`config.mk`:
```
export PLATFORM = sky130hd
export DESIGN_NAME = sap_control_sequencer_flat
export DESIGN_NICKNAME = d
export VERILOG_FILES = /design/src/rtl/sap_control_sequencer_pkg.sv /design/src/rtl/sap_control_sequencer_if.sv /design/src/rtl/sap_control_sequencer_step.sv /design/src/rtl/sap_control_sequencer.sv /design/src/flat_wrapper.sv
export SDC_FILE = /design/constraint.sdc
export NUM_CORES = 1
export LEC_CHECK = 0
export ABC_AREA = 1
export BUFFER_PORTS_ARGS = -buffer_cell sky130_fd_sc_hd__buf_2
export CAP_MARGIN = 20
export CORE_AREA = 2 2 39 41
export CTS_CLUSTER_DIAMETER = 200
export CTS_CLUSTER_SIZE = 14
export DETAILED_ROUTE_END_ITERATION = 12
export DIE_AREA = 0 0 41 43
export PLACE_DENSITY = 0.74
export RECOVER_POWER = 100
export SLEW_MARGIN = 20
export SYNTH_ARGS = -nofsm -noshare
export SYNTH_HDL_FRONTEND = slang
export SYNTH_SLANG_ARGS = --single-unit
export TNS_END_PERCENT = 100
```
`constraint.sdc`:
```
create_clock -name clk -period 1.8 [get_ports clk]
set_input_delay 0.36 -clock clk [delete_from_list [all_inputs] [get_ports clk]]
set_output_delay 0.36 -clock clk [all_outputs]
set_load 0.01 [all_outputs]
```
`src/rtl/sap_control_sequencer_pkg.sv`:
```
// Shared definitions for the SAP-1 control sequencer: opcodes, control-word bit
// indices, T-state indices and the run/halt state type.
package sap_control_sequencer_pkg;

    localparam int CTRL_W = 16;

    typedef enum logic [3:0] {
        OP_NOP = 4'h0,
        OP_LDA = 4'h1,
        OP_ADD = 4'h2,
        OP_SUB = 4'h3,
        OP_STA = 4'h4,
        OP_LDI = 4'h5,
        OP_JMP = 4'h6,
        OP_JC  = 4'h7,
        OP_JZ  = 4'h8,
        OP_OUT = 4'hE,
        OP_HLT = 4'hF
    } opcode_e;

    // Control-word bit positions, MSB first
    localparam int CTRL_HLT = 15;
    localparam int CTRL_MI  = 14;
    localparam int CTRL_RI  = 13;
    localparam int CTRL_RO  = 12;
    localparam int CTRL_IO  = 11;
    localparam int CTRL_II  = 10;
    localparam int CTRL_AI  = 9;
    localparam int CTRL_AO  = 8;
    localparam int CTRL_EO  = 7;
    localparam int CTRL_SU  = 6;
    localparam int CTRL_BI  = 5;
    localparam int CTRL_OI  = 4;
    localparam int CTRL_CE  = 3;
    localparam int CTRL_CO  = 2;
    localparam int CTRL_J   = 1;
    localparam int CTRL_FI  = 0;

    localparam logic [2:0] T0 = 3'd0;
    localparam logic [2:0] T1 = 3'd1;
    localparam logic [2:0] T2 = 3'd2;
    localparam logic [2:0] T3 = 3'd3;
    localparam logic [2:0] T4 = 3'd4;

    typedef enum logic {
        RUN_ST  = 1'b0,
        HALT_ST = 1'b1
    } run_state_e;

    function automatic logic [CTRL_W-1:0] cbit(input int idx);
        logic [CTRL_W-1:0] w;
        w      = '0;
        w[idx] = 1'b1;
        return w;
    endfunction

endpackage

```
`src/rtl/sap_control_sequencer_if.sv`:
```
// Opcode/flag inputs and control-word outputs between the sequencer (master)
// and the datapath blocks it strobes (slave).
interface sap_control_sequencer_if #(
    parameter int OPCODE_W = 4
);
    import sap_control_sequencer_pkg::*;

    logic [OPCODE_W-1:0] opcode;
    logic                carry_flag;
    logic                zero_flag;
    logic [CTRL_W-1:0]   ctrl;
    logic [2:0]          step;
    logic                halted;

    modport master (
        input  opcode,
        input  carry_flag,
        input  zero_flag,
        output ctrl,
        output step,
        output halted
    );

    modport slave (
        output opcode,
        output carry_flag,
        output zero_flag,
        input  ctrl,
        input  step,
        input  halted
    );

endinterface

```
`src/rtl/sap_control_sequencer_step.sv`:
```
// T-state step counter with halt latch: wraps at STEPS-1, freezes at T0 once
// halt is requested, cleared asynchronously by clr_n.
module sap_step_counter
    import sap_control_sequencer_pkg::*;
#(
    parameter int STEPS = 5
) (
    input  logic       clk,
    input  logic       clr_n,
    input  logic       halt_req,
    output logic [2:0] step,
    output logic       halted
);

    localparam logic [2:0] LAST_STEP = 3'(STEPS - 1);

    run_state_e state_reg, state_next;
    logic [2:0] step_reg, step_next;

    always_ff @(posedge clk or negedge clr_n) begin
        if (!clr_n) begin
            state_reg <= RUN_ST;
            step_reg  <= T0;
        end else begin
            state_reg <= state_next;
            step_reg  <= step_next;
        end
    end

    always_comb begin
        state_next = state_reg;
        step_next  = step_reg;
        case (state_reg)
            RUN_ST: begin
                if (halt_req) begin
                    state_next = HALT_ST;
                    step_next  = T0;
                end else if (step_reg == LAST_STEP) begin
                    step_next = T0;
                end else begin
                    step_next = step_reg + 3'd1;
                end
            end
            HALT_ST: begin
                // Only clr_n leaves the halted state
                step_next = T0;
            end
            default: begin
                state_next = RUN_ST;
                step_next  = T0;
            end
        endcase
    end

    assign step   = step_reg;
    assign halted = (state_reg == HALT_ST);

endmodule

```
`src/rtl/sap_control_sequencer.sv`:
```
// SAP-1 control sequencer: T-state counter plus microcode decode producing the
// 16-bit control word. Define SAP_COND_JUMP_EN to enable JC/JZ decode.
module sap_control_sequencer
    import sap_control_sequencer_pkg::*;
#(
    parameter int STEPS    = 5,
    parameter int OPCODE_W = 4
) (
    input  logic                    clk,
    input  logic                    clr_n,
    sap_control_sequencer_if.master bus
);

    logic [2:0]        step;
    logic              halted;
    logic              halt_req;
    logic [3:0]        op;
    logic [CTRL_W-1:0] ctrl_dec;

    assign op       = bus.opcode[3:0];
    assign halt_req = (step == T2) && (op == OP_HLT) && !halted;

    sap_step_counter #(
        .STEPS (STEPS)
    ) u_step (
        .clk      (clk),
        .clr_n    (clr_n),
        .halt_req (halt_req),
        .step     (step),
        .halted   (halted)
    );

`ifndef SAP_COND_JUMP_EN
    logic unused_flags;
    assign unused_flags = bus.carry_flag ^ bus.zero_flag;
`endif

    always_comb begin
        ctrl_dec = '0;
        if (halted) begin
            ctrl_dec = cbit(CTRL_HLT);
        end else begin
            case (step)
                T0: ctrl_dec = cbit(CTRL_CO) | cbit(CTRL_MI);
                T1: ctrl_dec = cbit(CTRL_RO) | cbit(CTRL_II) | cbit(CTRL_CE);
                T2: begin
                    case (op)
                        OP_LDA, OP_ADD, OP_SUB, OP_STA:
                            ctrl_dec = cbit(CTRL_IO) | cbit(CTRL_MI);
                        OP_LDI: ctrl_dec = cbit(CTRL_IO) | cbit(CTRL_AI);
                        OP_JMP: ctrl_dec = cbit(CTRL_IO) | cbit(CTRL_J);
`ifdef SAP_COND_JUMP_EN
                        OP_JC: begin
                            if (bus.carry_flag)
                                ctrl_dec = cbit(CTRL_IO) | cbit(CTRL_J);
                        end
                        OP_JZ: begin
                            if (bus.zero_flag)
                                ctrl_dec = cbit(CTRL_IO) | cbit(CTRL_J);
                        end
`endif
                        OP_OUT: ctrl_dec = cbit(CTRL_AO) | cbit(CTRL_OI);
                        OP_HLT: ctrl_dec = cbit(CTRL_HLT);
                        default: ctrl_dec = '0;
                    endcase
                end
                T3: begin
                    case (op)
                        OP_LDA:         ctrl_dec = cbit(CTRL_RO) | cbit(CTRL_AI);
                        OP_ADD, OP_SUB: ctrl_dec = cbit(CTRL_RO) | cbit(CTRL_BI);
                        OP_STA:         ctrl_dec = cbit(CTRL_AO) | cbit(CTRL_RI);
                        default:        ctrl_dec = '0;
                    endcase
                end
                T4: begin
                    case (op)
                        OP_ADD:  ctrl_dec = cbit(CTRL_EO) | cbit(CTRL_AI) | cbit(CTRL_FI);
                        OP_SUB:  ctrl_dec = cbit(CTRL_EO) | cbit(CTRL_SU) | cbit(CTRL_AI)
                                          | cbit(CTRL_FI);
                        default: ctrl_dec = '0;
                    endcase
                end
                // T5..T7 exist only for STEPS > 5 and are idle
                default: ctrl_dec = '0;
            endcase
        end
    end

    // Reset blanks the control word immediately, not at the next edge
    assign bus.ctrl   = clr_n ? ctrl_dec : '0;
    assign bus.step   = step;
    assign bus.halted = halted;

endmodule
```
`src/flat_wrapper.sv`:
```
// flat-port wrapper written by rule: the top's interface ports become plain ports
module sap_control_sequencer_flat import sap_control_sequencer_pkg::*;
#(
    parameter int STEPS    = 5,
    parameter int OPCODE_W = 4
)
  (clk, clr_n, bus_opcode, bus_carry_flag, bus_zero_flag, bus_ctrl, bus_step, bus_halted);
  sap_control_sequencer_if #(.OPCODE_W(OPCODE_W)) bus_i ();
  input  logic clk;
  input  logic clr_n;
  input wire logic [$bits(bus_i.opcode)-1:0] bus_opcode;
  input wire logic [$bits(bus_i.carry_flag)-1:0] bus_carry_flag;
  input wire logic [$bits(bus_i.zero_flag)-1:0] bus_zero_flag;
  output wire logic [$bits(bus_i.ctrl)-1:0] bus_ctrl;
  output wire logic [$bits(bus_i.step)-1:0] bus_step;
  output wire logic [$bits(bus_i.halted)-1:0] bus_halted;
  assign bus_i.opcode = bus_opcode;
  assign bus_i.carry_flag = bus_carry_flag;
  assign bus_i.zero_flag = bus_zero_flag;
  assign bus_ctrl = bus_i.ctrl;
  assign bus_step = bus_i.step;
  assign bus_halted = bus_i.halted;
  sap_control_sequencer #(.STEPS(STEPS), .OPCODE_W(OPCODE_W)) u_core (.clk(clk), .clr_n(clr_n), .bus(bus_i));
endmodule
```
==> run summary <==
Syn_area_per_cell: 6.55 sq um
CP Capture Type: output port
Overall Global Routing Usage: 17.6%
Reg2Reg Depth: 6
Clk sinks: 4
Crit-path max FO: 4
Starting Density: 40.2%
Yosys warns: 0
WP data arrival: 1.53 ns
Post-route antenna net violation count: 0
Commonest non-fill, non-tap cell in the layout: buf_2
Total grt overflow: 0
WL met2: 798 um
Final period utilization: 105%
Die width: 41 um
Mapped Nets: 98
Max FFs per register: 3
Die H: 43 um
H-tree levels: 1
Post-Place Worst Slack: 0.00535 ns
Commonest non-fill, non-tap cells in the layout: buf_2, inv_1, nand2_1
Sequential cell area: 104 sq um
Setup Viol. Count Final: 12
Most frequent CP cell: ha_4
Minimum clock period: 1.89 ns
FMAX: 528 MHz
Outcome: finished, violations left
Clock slew at the register clock pins of the worst setup and hold paths: 0.04 ns
Slowest cell delay on critical path: 0.40 ns
Max cap viols: 0
Inst Count DP: 124
Crit-path slowest cell: dfrtp_2
Num ports: 28
Drt first pass iters: 4
Ant diodes: 0
Slew HR: 82.5%
Final HPWL DP: 1.16 mm
RSZ-0062 raised after global routing: true
Pwr Density: 276 nW/um^2
Leak pwr: 0.455 nW
Pins Over Slew Limit: 0
Clock root cell: clkbuf_4
FF+latch count, synth: 4
Final non-filler cell total: 133
Clock skew: 0.00353 ns
Sequential area share after synthesis: 18.0%
Min-delay worst type: input pin to asynchronous set/reset pin
Post-synthesis cell count: 85
Initial antenna violation count: 0
Port bufs: 25
Crit-path cells: buf_4 -> ha_4 -> ha_4 -> inv_1 -> nor2_2 -> nand3_1 -> nor2_1 -> buf_2
Layout cells sized above 1: 56.4%
Peak VDD IR: 0.200 mV
Finished Core Util: 60.3%
Met3 Routed Length: 102 um
First-pass GRT wire length: 2.13 mm
Post-route setup slack: -0.0943 ns
CP Class: flop to output port
Final Wtd Congestion: 0.796
Avg WL per Cell: 10.9 um
Final-report hold violation count: 0
CTS max path bufs: 2
1st-iter DRT viols: 15
Via density: 4.76
Area growth syn-to-layout: 49.9%
Reg2reg end: u_core.u_step.step[2]$_DFF_PN0_
Multi-input logic area: 439 sq um
Die area: 1760 sq um
Vias in the first global route: 564
Fin nets: 132
Filler instances: 142
M1 wire length: 548 um
DRC viols: 0
Library cells used by synthesis: 19
Mapped Area: 557 sq um
Measured slew at the worst slew-check pin: 0.261 ns
Largest net degree at the start of global routing: 7
Worst-Skew Late Latency: 0.23 ns
TritonCTS clock tree: done
TritonCTS buffer count: 3
Failing checks: negative setup slack
Total Wirelength: 1.45 mm
Row Count: 14
Worst r2r src: u_core.u_step.step[0]$_DFF_PN0_
CP Launch Type: flop
Via count: 633
Area of the core: 1380 sq um
Critical Path RT: 1.44 ns
Top routing layer in use: met3
Reg2Reg Setup Slack: 0.50 ns
==> stage by stage <==
step	hold WS [ns]	cell area, sq um	power [mW]	setup TNS [ns]
finish	0.588	835	0.230	-0.776
floorplan	0.0644	557	0.107	0
detailed placement	0.187	687	0.122	0
global route	0.623	835	0.245	-1.83
CTS	-0.0665	778	0.237	-1.09
global placement	0.183	687	0.121	0
==> worst max path at each step <==
stage                     cells past startpoint            to  slack (ns)                       startpoint
after floorplan                               9   bus_ctrl[7]        0.12  u_core.u_step.step[0]$_DFF_PN0_
after global placement                        9  bus_ctrl[12]        0.08  u_core.u_step.step[0]$_DFF_PN0_
after detailed placement                      9  bus_ctrl[14]       0.005  u_core.u_step.step[0]$_DFF_PN0_
after CTS                                     9  bus_ctrl[14]       -0.12  u_core.u_step.step[0]$_DFF_PN0_
after global routing                          8   bus_ctrl[5]       -0.17  u_core.u_step.step[1]$_DFF_PN0_
final                                         8   bus_ctrl[5]       -0.09  u_core.u_step.step[0]$_DFF_PN0_
==> Yosys cell counts <==
| cell | instances | area share (%) |
|---|---|---|
| a21oi_1 | 1 | 0.90 |
| a21oi_2 | 4 | 6.3 |
| buf_4 | 2 | 2.7 |
| dfrtp_1 | 4 | 18 |
| ha_1 | 5 | 11 |
| inv_1 | 16 | 11 |
| inv_2 | 4 | 2.7 |
| nand2_1 | 11 | 7.4 |
| nand2_2 | 5 | 5.6 |
| nand2_4 | 1 | 2.0 |
| nand3_1 | 10 | 9.0 |
| nand3_2 | 1 | 1.8 |
| nand4_1 | 1 | 1.1 |
| nor2_1 | 10 | 6.7 |
| nor2_2 | 4 | 4.5 |
| nor2_4 | 2 | 4.0 |
| nor3_1 | 2 | 1.8 |
| nor3_2 | 1 | 1.8 |
| o21ai_2 | 1 | 1.6 |
==> area by class of cell <==
| cell class | count | area share, % |
|---|---|---|
| clock buffers | 3 | 2.70 |
| multi-input cells | 59 | 52.6 |
| inverters | 20 | 9.30 |
| repair buffers | 31 | 20.5 |
| well taps | 16 | 2.40 |
| flip-flops and latches | 4 | 12.4 |
==> what timing repair did <==
action,in CTS,in global routing
gates resized for setup,13,6
pin swaps,2,5
cloned,0,0
endpoints found under the hold margin,4,4
setup endpoints to repair,13,13
buffers inserted,3,2
==> critical path, delay by kind of cell, from the launching register on <==
| kind | cells | cell delay (ns) |
|---|---|---|
| flops | 1 | 0.40 |
| simple gates | 3 | 0.31 |
| fa+ha+maj | 2 | 0.29 |
| buf+inv | 3 | 0.30 |
==> routing by layer <==
metal / track usage (%) / vias up
met5: 0 / -
met1: 16.3 / 286
met3: 0.524 / 0
met2: 34.7 / 23
met4: 8.00 / 0
li1: - / 324
==> kinds of logic after synthesis <==
kind of cell	count (synthesis)	synth area share [%]
buf+inv	22	16.2
compound gates	6	8.76
flops	4	18.0
fa+ha+maj	5	11.2
simple gates	48	45.8
==> power breakdown <==
part	internal, mW	switching [mW]
logic	0.0110	0.0219
registers	0.0904	0
clock network	0.0743	0.0329
(Power assumes the default switching activity.)
